--- config.mk ---
export PLATFORM = sky130hd
export DESIGN_NAME = word_gen_dispatch_flat
export DESIGN_NICKNAME = d
export VERILOG_FILES = /design/src/rtl/word_gen_dispatch_if.sv /design/src/rtl/word_gen_dispatch.sv /design/src/flat_wrapper.sv
export SDC_FILE = /design/constraint.sdc
export NUM_CORES = 1
export LEC_CHECK = 0
export BUFFER_PORTS_ARGS = -buffer_cell sky130_fd_sc_hd__buf_2
export CORE_MARGIN = 4
export CORE_UTILIZATION = 50
export CTS_CLUSTER_DIAMETER = 30
export DETAILED_ROUTE_END_ITERATION = 16
export PLACE_DENSITY_LB_ADDON = 0.2
export SLEW_MARGIN = 20
export SYNTH_ARGS = -nofsm -noshare
export SYNTH_HDL_FRONTEND = slang
export SYNTH_SLANG_ARGS = --single-unit
export TNS_END_PERCENT = 1
--- constraint.sdc ---
create_clock -name CLK -period 5.8 [get_ports CLK]
set_input_delay 0.29 -clock CLK [delete_from_list [all_inputs] [get_ports CLK]]
set_output_delay 0.29 -clock CLK [all_outputs]
set_load 0.05 [all_outputs]
--- src/rtl/word_gen_dispatch_if.sv ---
// Bus bundle between the word generator, the dispatcher and the consumer units.
// The master view belongs to the dispatcher; the slave view to generator/unit models.
`timescale 1ns/1ps
interface word_gen_dispatch_if #(
  parameter int CHAR_BITS    = 7,
  parameter int WORD_MAX_LEN = 8,
  parameter int N_UNITS      = 4
);
  localparam int WORD_W = WORD_MAX_LEN * CHAR_BITS;

  logic                gen_empty;
  logic                gen_rd_en;
  logic [WORD_W-1:0]   gen_dout;
  logic [15:0]         gen_pkt_id;
  logic [15:0]         gen_word_id;
  logic [31:0]         gen_gen_id;
  logic                gen_end;

  logic [N_UNITS-1:0]  unit_full;
  logic [N_UNITS-1:0]  unit_wr_en;
  logic [N_UNITS-1:0]  unit_end_wr;
  logic [WORD_W-1:0]   unit_dout;
  logic [15:0]         unit_pkt_id;
  logic [15:0]         unit_word_id;
  logic [31:0]         unit_gen_id;

  modport master (
    input  gen_empty, gen_dout, gen_pkt_id, gen_word_id, gen_gen_id, gen_end, unit_full,
    output gen_rd_en, unit_wr_en, unit_end_wr, unit_dout, unit_pkt_id, unit_word_id, unit_gen_id
  );

  modport slave (
    output gen_empty, gen_dout, gen_pkt_id, gen_word_id, gen_gen_id, gen_end, unit_full,
    input  gen_rd_en, unit_wr_en, unit_end_wr, unit_dout, unit_pkt_id, unit_word_id, unit_gen_id
  );
endinterface

--- src/rtl/word_gen_dispatch.sv ---
// Pulls words from a generator through a single holding register and deals them
// round-robin to non-full units, then broadcasts end-of-packet markers to every unit.
`timescale 1ns/1ps
module word_gen_dispatch #(
  parameter int CHAR_BITS    = 7,
  parameter int WORD_MAX_LEN = 8,
  parameter int N_UNITS      = 4
) (
  input  logic                 CLK,
  input  logic                 RST_N,
  input  logic                 enable,
  word_gen_dispatch_if.master  bus,
  output logic [31:0]          words_sent,
  output logic                 idle
);
  localparam int WORD_W = WORD_MAX_LEN * CHAR_BITS;
  localparam int PTR_W  = (N_UNITS > 1) ? $clog2(N_UNITS) : 1;
  localparam logic [PTR_W-1:0] LAST_UNIT = PTR_W'(N_UNITS - 1);

  typedef enum logic [1:0] {
    ST_IDLE  = 2'd0,
    ST_RUN   = 2'd1,
    ST_FLUSH = 2'd2
  } state_t;

  state_t              state_r;
  state_t              state_nx_s;
  logic                hold_valid_r;
  logic                hold_last_r;
  logic [PTR_W-1:0]    rr_ptr_r;
  logic [PTR_W-1:0]    flush_idx_r;
  logic [31:0]         words_sent_r;
  logic [WORD_W-1:0]   dout_r;
  logic [15:0]         pkt_id_r;
  logic [15:0]         word_id_r;
  logic [31:0]         gen_id_r;

  logic [PTR_W-1:0]    scan_s;
  logic [PTR_W-1:0]    target_s;
  logic                found_s;
  logic                accept_s;
  logic                pop_s;
  logic                flush_fire_s;
  logic                flush_done_s;
  logic [N_UNITS-1:0]  wr_en_s;
  logic [N_UNITS-1:0]  end_wr_s;

  // First non-full unit at or above rr_ptr, wrapping around the unit ring.
  always_comb begin
    found_s  = 1'b0;
    target_s = {PTR_W{1'b0}};
    scan_s   = rr_ptr_r;
    for (int k = 0; k < N_UNITS; k++) begin
      scan_s = PTR_W'((int'(rr_ptr_r) + k) % N_UNITS);
      if (!found_s && !bus.unit_full[scan_s]) begin
        found_s  = 1'b1;
        target_s = scan_s;
      end else begin
        found_s  = found_s;
      end
    end
  end

  // Next-state decode plus the combinational pop and strobe outputs.
  always_comb begin
    state_nx_s   = state_r;
    accept_s     = 1'b0;
    pop_s        = 1'b0;
    flush_fire_s = 1'b0;
    flush_done_s = 1'b0;
    wr_en_s      = {N_UNITS{1'b0}};
    end_wr_s     = {N_UNITS{1'b0}};
    case (state_r)
      ST_IDLE: begin
        if (enable && !bus.gen_empty) begin
          state_nx_s = ST_RUN;
        end else begin
          state_nx_s = ST_IDLE;
        end
      end
      ST_RUN: begin
        accept_s = hold_valid_r && found_s;
        // A word leaving the holding register frees it for a same-cycle refill.
        pop_s    = enable && !bus.gen_empty && !hold_last_r && (!hold_valid_r || accept_s);
        if (accept_s) begin
          wr_en_s[target_s] = 1'b1;
        end else begin
          wr_en_s = {N_UNITS{1'b0}};
        end
        if (accept_s && hold_last_r) begin
          state_nx_s = ST_FLUSH;
        end else begin
          state_nx_s = ST_RUN;
        end
      end
      ST_FLUSH: begin
        flush_fire_s = !bus.unit_full[flush_idx_r];
        flush_done_s = flush_fire_s && (flush_idx_r == LAST_UNIT);
        if (flush_fire_s) begin
          end_wr_s[flush_idx_r] = 1'b1;
        end else begin
          end_wr_s = {N_UNITS{1'b0}};
        end
        if (flush_done_s) begin
          state_nx_s = ST_IDLE;
        end else begin
          state_nx_s = ST_FLUSH;
        end
      end
      default: begin
        state_nx_s = ST_IDLE;
      end
    endcase
  end

  // State register.
  always_ff @(posedge CLK or negedge RST_N) begin
    if (!RST_N) begin
      state_r <= ST_IDLE;
    end else begin
      state_r <= state_nx_s;
    end
  end

  // Holding register; its data stays on the unit bus after acceptance so the
  // packet id remains visible while markers go out.
  always_ff @(posedge CLK or negedge RST_N) begin
    if (!RST_N) begin
      hold_valid_r <= 1'b0;
      hold_last_r  <= 1'b0;
      dout_r       <= {WORD_W{1'b0}};
      pkt_id_r     <= 16'h0000;
      word_id_r    <= 16'h0000;
      gen_id_r     <= 32'h0000_0000;
    end else if (pop_s) begin
      hold_valid_r <= 1'b1;
      hold_last_r  <= bus.gen_end;
      dout_r       <= bus.gen_dout;
      pkt_id_r     <= bus.gen_pkt_id;
      word_id_r    <= bus.gen_word_id;
      gen_id_r     <= bus.gen_gen_id;
    end else if (accept_s) begin
      hold_valid_r <= 1'b0;
      hold_last_r  <= 1'b0;
    end else begin
      hold_valid_r <= hold_valid_r;
      hold_last_r  <= hold_last_r;
    end
  end

  // Round-robin pointer, marker index and saturating per-packet word count.
  always_ff @(posedge CLK or negedge RST_N) begin
    if (!RST_N) begin
      rr_ptr_r     <= {PTR_W{1'b0}};
      flush_idx_r  <= {PTR_W{1'b0}};
      words_sent_r <= 32'h0000_0000;
    end else if (accept_s) begin
      rr_ptr_r     <= (target_s == LAST_UNIT) ? {PTR_W{1'b0}} : target_s + {{(PTR_W-1){1'b0}}, 1'b1};
      words_sent_r <= (words_sent_r == 32'hFFFF_FFFF) ? words_sent_r : words_sent_r + 32'd1;
    end else if (flush_done_s) begin
      rr_ptr_r     <= {PTR_W{1'b0}};
      flush_idx_r  <= {PTR_W{1'b0}};
      words_sent_r <= 32'h0000_0000;
    end else if (flush_fire_s) begin
      flush_idx_r  <= flush_idx_r + {{(PTR_W-1){1'b0}}, 1'b1};
    end else begin
      rr_ptr_r     <= rr_ptr_r;
    end
  end

  assign bus.gen_rd_en    = pop_s;
  assign bus.unit_wr_en   = wr_en_s;
  assign bus.unit_end_wr  = end_wr_s;
  assign bus.unit_dout    = dout_r;
  assign bus.unit_pkt_id  = pkt_id_r;
  assign bus.unit_word_id = word_id_r;
  assign bus.unit_gen_id  = gen_id_r;
  assign words_sent       = words_sent_r;
  assign idle             = (state_r == ST_IDLE) && !hold_valid_r;

endmodule

--- src/flat_wrapper.sv ---
// flat-port wrapper written by rule: the top's interface ports become plain ports
module word_gen_dispatch_flat 
#(
  parameter int CHAR_BITS    = 7,
  parameter int WORD_MAX_LEN = 8,
  parameter int N_UNITS      = 4
)
  (CLK, RST_N, enable, words_sent, idle, bus_gen_empty, bus_gen_dout, bus_gen_pkt_id, bus_gen_word_id, bus_gen_gen_id, bus_gen_end, bus_unit_full, bus_gen_rd_en, bus_unit_wr_en, bus_unit_end_wr, bus_unit_dout, bus_unit_pkt_id, bus_unit_word_id, bus_unit_gen_id);
  word_gen_dispatch_if #(.CHAR_BITS(CHAR_BITS), .WORD_MAX_LEN(WORD_MAX_LEN), .N_UNITS(N_UNITS)) bus_i ();
  input  logic CLK;
  input  logic RST_N;
  input  logic enable;
  output logic [31:0] words_sent;
  output logic idle;
  input wire logic [$bits(bus_i.gen_empty)-1:0] bus_gen_empty;
  input wire logic [$bits(bus_i.gen_dout)-1:0] bus_gen_dout;
  input wire logic [$bits(bus_i.gen_pkt_id)-1:0] bus_gen_pkt_id;
  input wire logic [$bits(bus_i.gen_word_id)-1:0] bus_gen_word_id;
  input wire logic [$bits(bus_i.gen_gen_id)-1:0] bus_gen_gen_id;
  input wire logic [$bits(bus_i.gen_end)-1:0] bus_gen_end;
  input wire logic [$bits(bus_i.unit_full)-1:0] bus_unit_full;
  output wire logic [$bits(bus_i.gen_rd_en)-1:0] bus_gen_rd_en;
  output wire logic [$bits(bus_i.unit_wr_en)-1:0] bus_unit_wr_en;
  output wire logic [$bits(bus_i.unit_end_wr)-1:0] bus_unit_end_wr;
  output wire logic [$bits(bus_i.unit_dout)-1:0] bus_unit_dout;
  output wire logic [$bits(bus_i.unit_pkt_id)-1:0] bus_unit_pkt_id;
  output wire logic [$bits(bus_i.unit_word_id)-1:0] bus_unit_word_id;
  output wire logic [$bits(bus_i.unit_gen_id)-1:0] bus_unit_gen_id;
  assign bus_i.gen_empty = bus_gen_empty;
  assign bus_i.gen_dout = bus_gen_dout;
  assign bus_i.gen_pkt_id = bus_gen_pkt_id;
  assign bus_i.gen_word_id = bus_gen_word_id;
  assign bus_i.gen_gen_id = bus_gen_gen_id;
  assign bus_i.gen_end = bus_gen_end;
  assign bus_i.unit_full = bus_unit_full;
  assign bus_gen_rd_en = bus_i.gen_rd_en;
  assign bus_unit_wr_en = bus_i.unit_wr_en;
  assign bus_unit_end_wr = bus_i.unit_end_wr;
  assign bus_unit_dout = bus_i.unit_dout;
  assign bus_unit_pkt_id = bus_i.unit_pkt_id;
  assign bus_unit_word_id = bus_i.unit_word_id;
  assign bus_unit_gen_id = bus_i.unit_gen_id;
  word_gen_dispatch #(.CHAR_BITS(CHAR_BITS), .WORD_MAX_LEN(WORD_MAX_LEN), .N_UNITS(N_UNITS)) u_core (.CLK(CLK), .RST_N(RST_N), .enable(enable), .bus(bus_i), .words_sent(words_sent), .idle(idle));
endmodule
==> results.cfg <==
[clocking]
clkSlewWorstSetupHoldPaths_ns = 0.06
cts_resized = 0
cts_setup_buffers = 0
cts.sinks = 160
clock_latency_ns = 0.41
cts_root_buffer = clkbuf_16
cts_tree = done
cts_buffers = 17
ctsLongestPathBuffers = 2
htreeDepth = 4

[logic_synthesis]
synth_top_area_share = 0.577
yosys.cell_count.top_type = dfrtp_1
yosys_warnings = 0
synthesis.area_um2 = 6940
synth_common_cells = dfrtp_1 (160), mux2_2 (121), a31oi_1 (30)
yosysSeqAreaShare = 0.577
synthArstFlopShare = 1.00
synthTopCellsByArea = dfrtp_1 (58%), mux2_2 (20%), a31oi_1 (2.7%)
syn-num-nets = 665
synth_flop_cell = dfrtp_1
syn_avg_cell_area_um2 = 13.2
synth_edf_count = 0
synth_cell_types = 47
netlist_instances = 527
yosysTopAreaCell = dfrtp_1
ys_ff_latch = 160

[die]
start_util = 0.518
die_y_um = 126
coreArea_um2 = 13400
io_pins = 291
die_w_um = 126
row_count = 42
dieArea_um2 = 15800

[worst_setup_path]
crit_required_ns = 6.07
critPathMaxFanout = 24
critPathArrivalTime_ns = 3.22
critPathCaptureType = register
crit_path_start_kind = register
crit_type = reg -> reg

[global_route]
busiest_layer = met2
antenna_found_initial = 0
grt_pass1_wl_mm = 29.9
grtUsageMet1 = 0.281
grt_util_met2 = 0.401
overflow = 0
grt_max_degree = 90
grt_pass1_vias = 5643
grt_use_met3 = 0.0800
grt_use_total = 0.235

[routing]
drt_first_iter_violations = 310
wire_per_inst_um = 18.5
totalWireLength_mm = 18.6
drc = 0
drtAntennaViolNets = 0
vias_per_cell = 5.43
via_count = 5454
dr.pass1.iters = 4

[power_and_ir_drop]
leakage_nw = 4.46
ir_worst_vdd_v = 0.000508
p_per_area_nw_per_um2 = 663

[timing]
hold_viol_final = 0
period_share = 0.508
tns_ns = 0
grt_setup_unrepaired = false
finalSetupViolCount = 0
slew_viol_final = 0
fin_skew_ns = 0.00839
fmax_mhz = 339
tightest_slew_ns = 1.06
worst_slew_margin_rel = 0.296
post-route-min-period_ns = 2.95

[cells_and_area]
antenna_cells = 0
fin_util = 0.682
layout-drive-gt1-share = 0.552
area_growth_pct = 31.7
nNetsFinal = 953

[run_status]
status = finished clean

[min_path]
hold_path_class = in -> reg

[run]
max_cap_violations = 0

[placed_design]
port-buffer-count = 290
dp_hpwl_mm = 14.0
gp_congestion = 0.881
## flip-flops by register name (all words and copies together), names as in the netlist
signal                   cells
u_core.bus.unit_dout        56
u_core.bus.unit_gen_id      32
u_core.bus.unit_pkt_id      16
u_core.bus.unit_word_id     16
u_core.flush_idx_r           2
u_core.hold_last_r           1
u_core.hold_valid_r          1
u_core.rr_ptr_r              2
u_core.state_r               2
u_core.words_sent           32
## metrics by stage
stage | setup WS [ns] | cell area [µm²] | std cells | total power, mW | hold WS (ns)
4_1_cts | 2.93 | 9140 | 1004 | 6.12 | 0.0704
3_5_place_dp | 2.94 | 8530 | 971 | 4.99 | 0.411
6_report | 2.85 | 9140 | 1004 | 6.07 | 0.0902
2_1_floorplan | 3.37 | 6940 | 527 | 4.20 | -0.00559
5_1_grt | 2.53 | 9140 | 1004 | 6.35 | 0.0730
3_3_place_gp | 3.05 | 8530 | 971 | 4.90 | 0.404
## repair_timing
item | CTS | global route
hold buffers | 1 | 0
endpoints found under the setup margin | 0 | 0
hold endpoints to repair | 88 | 0
## where the power goes
part           internal, mW  switching [mW]  total, mW
Clock                 0.670           0.440       1.11
Combinational         0.836            2.26       3.10
Sequential             1.59           0.273       1.86
Total                  3.09            2.97       6.07
## cell families (layout without fill, tap and decap cells)
kind of cell | count (synthesis) | count (layout) | synth area share
compound gates | 84 | 84 | 0.0847
simple gates | 109 | 109 | 0.0933
fa+ha+maj | 9 | 9 | 0.0162
buf+inv | 42 | 343 | 0.0283
flops | 160 | 160 | 0.577
mux | 123 | 123 | 0.201
## area by class of cell
| cell class | instances | area (µm²) |
|---|---|---|
| inverter | 13 | 48.8 |
| tap | 176 | 220 |
| multi-input combinational | 325 | 2750 |
| timing repair buffer | 298 | 1520 |
| sequential | 160 | 4000 |
| clock buffer | 20 | 467 |
| fill | 993 | 4260 |
| clock inverter | 12 | 134 |
## path summary, 6_finish.rpt
kind	startpoint	to	slack [ns]	cells after the start
setup / recovery	u_core.words_sent[7]$_DFFE_PN0P_	u_core.words_sent[21]$_DFFE_PN0P_	2.85	6
hold / removal	bus_gen_end	u_core.hold_last_r$_DFFE_PN0P_	0.09	2
setup reg to reg	u_core.words_sent[7]$_DFFE_PN0P_	u_core.words_sent[21]$_DFFE_PN0P_	2.85	6
hold reg to reg	u_core.state_r[1]$_DFF_PN0_	u_core.state_r[0]$_DFF_PN0_	0.50	1
max in group asynchronous	RST_N	u_core.bus.unit_dout[8]$_DFFE_PN0P_	3.85	3
min in group asynchronous	RST_N	u_core.words_sent[10]$_DFFE_PN0P_	0.50	2
## metal layers
layer  vias to the layer above  wire (µm)  share of wire
li1                       2528          -              -
met1                      2657       7060           0.38
met2                       245       9360           0.50
met3                        24       1790          0.096
met4                         0        355          0.019
met5                         -          0              0
## worst max-delay path: stages (launching register included)
cell and delay (ns):
dfrtp_1 0.51, nand4_1 0.21, nor3_2 0.80, nand4_1 0.57, buf_4 0.40, a41oi_1 0.24
a31oi_1 0.06
## layout by cell type (no fill, tap or decap), drive strengths merged, types with 7 or more instances in the layout
cell type,synthesis,final
buf,22,297
dfrtp,160,160
mux2,121,121
a31oi,30,30
clkbuf,7,20
nand3,14,14
inv,13,14
nor2,14,14
and2,12,12
nand2,12,12
o31ai,12,12
o21ai,11,11
nand3b,11,11
nand4,10,10
ha,9,9
and3,8,8
nor3,8,8
clkinv,0,7
Power figures use the tool's default switching activity.
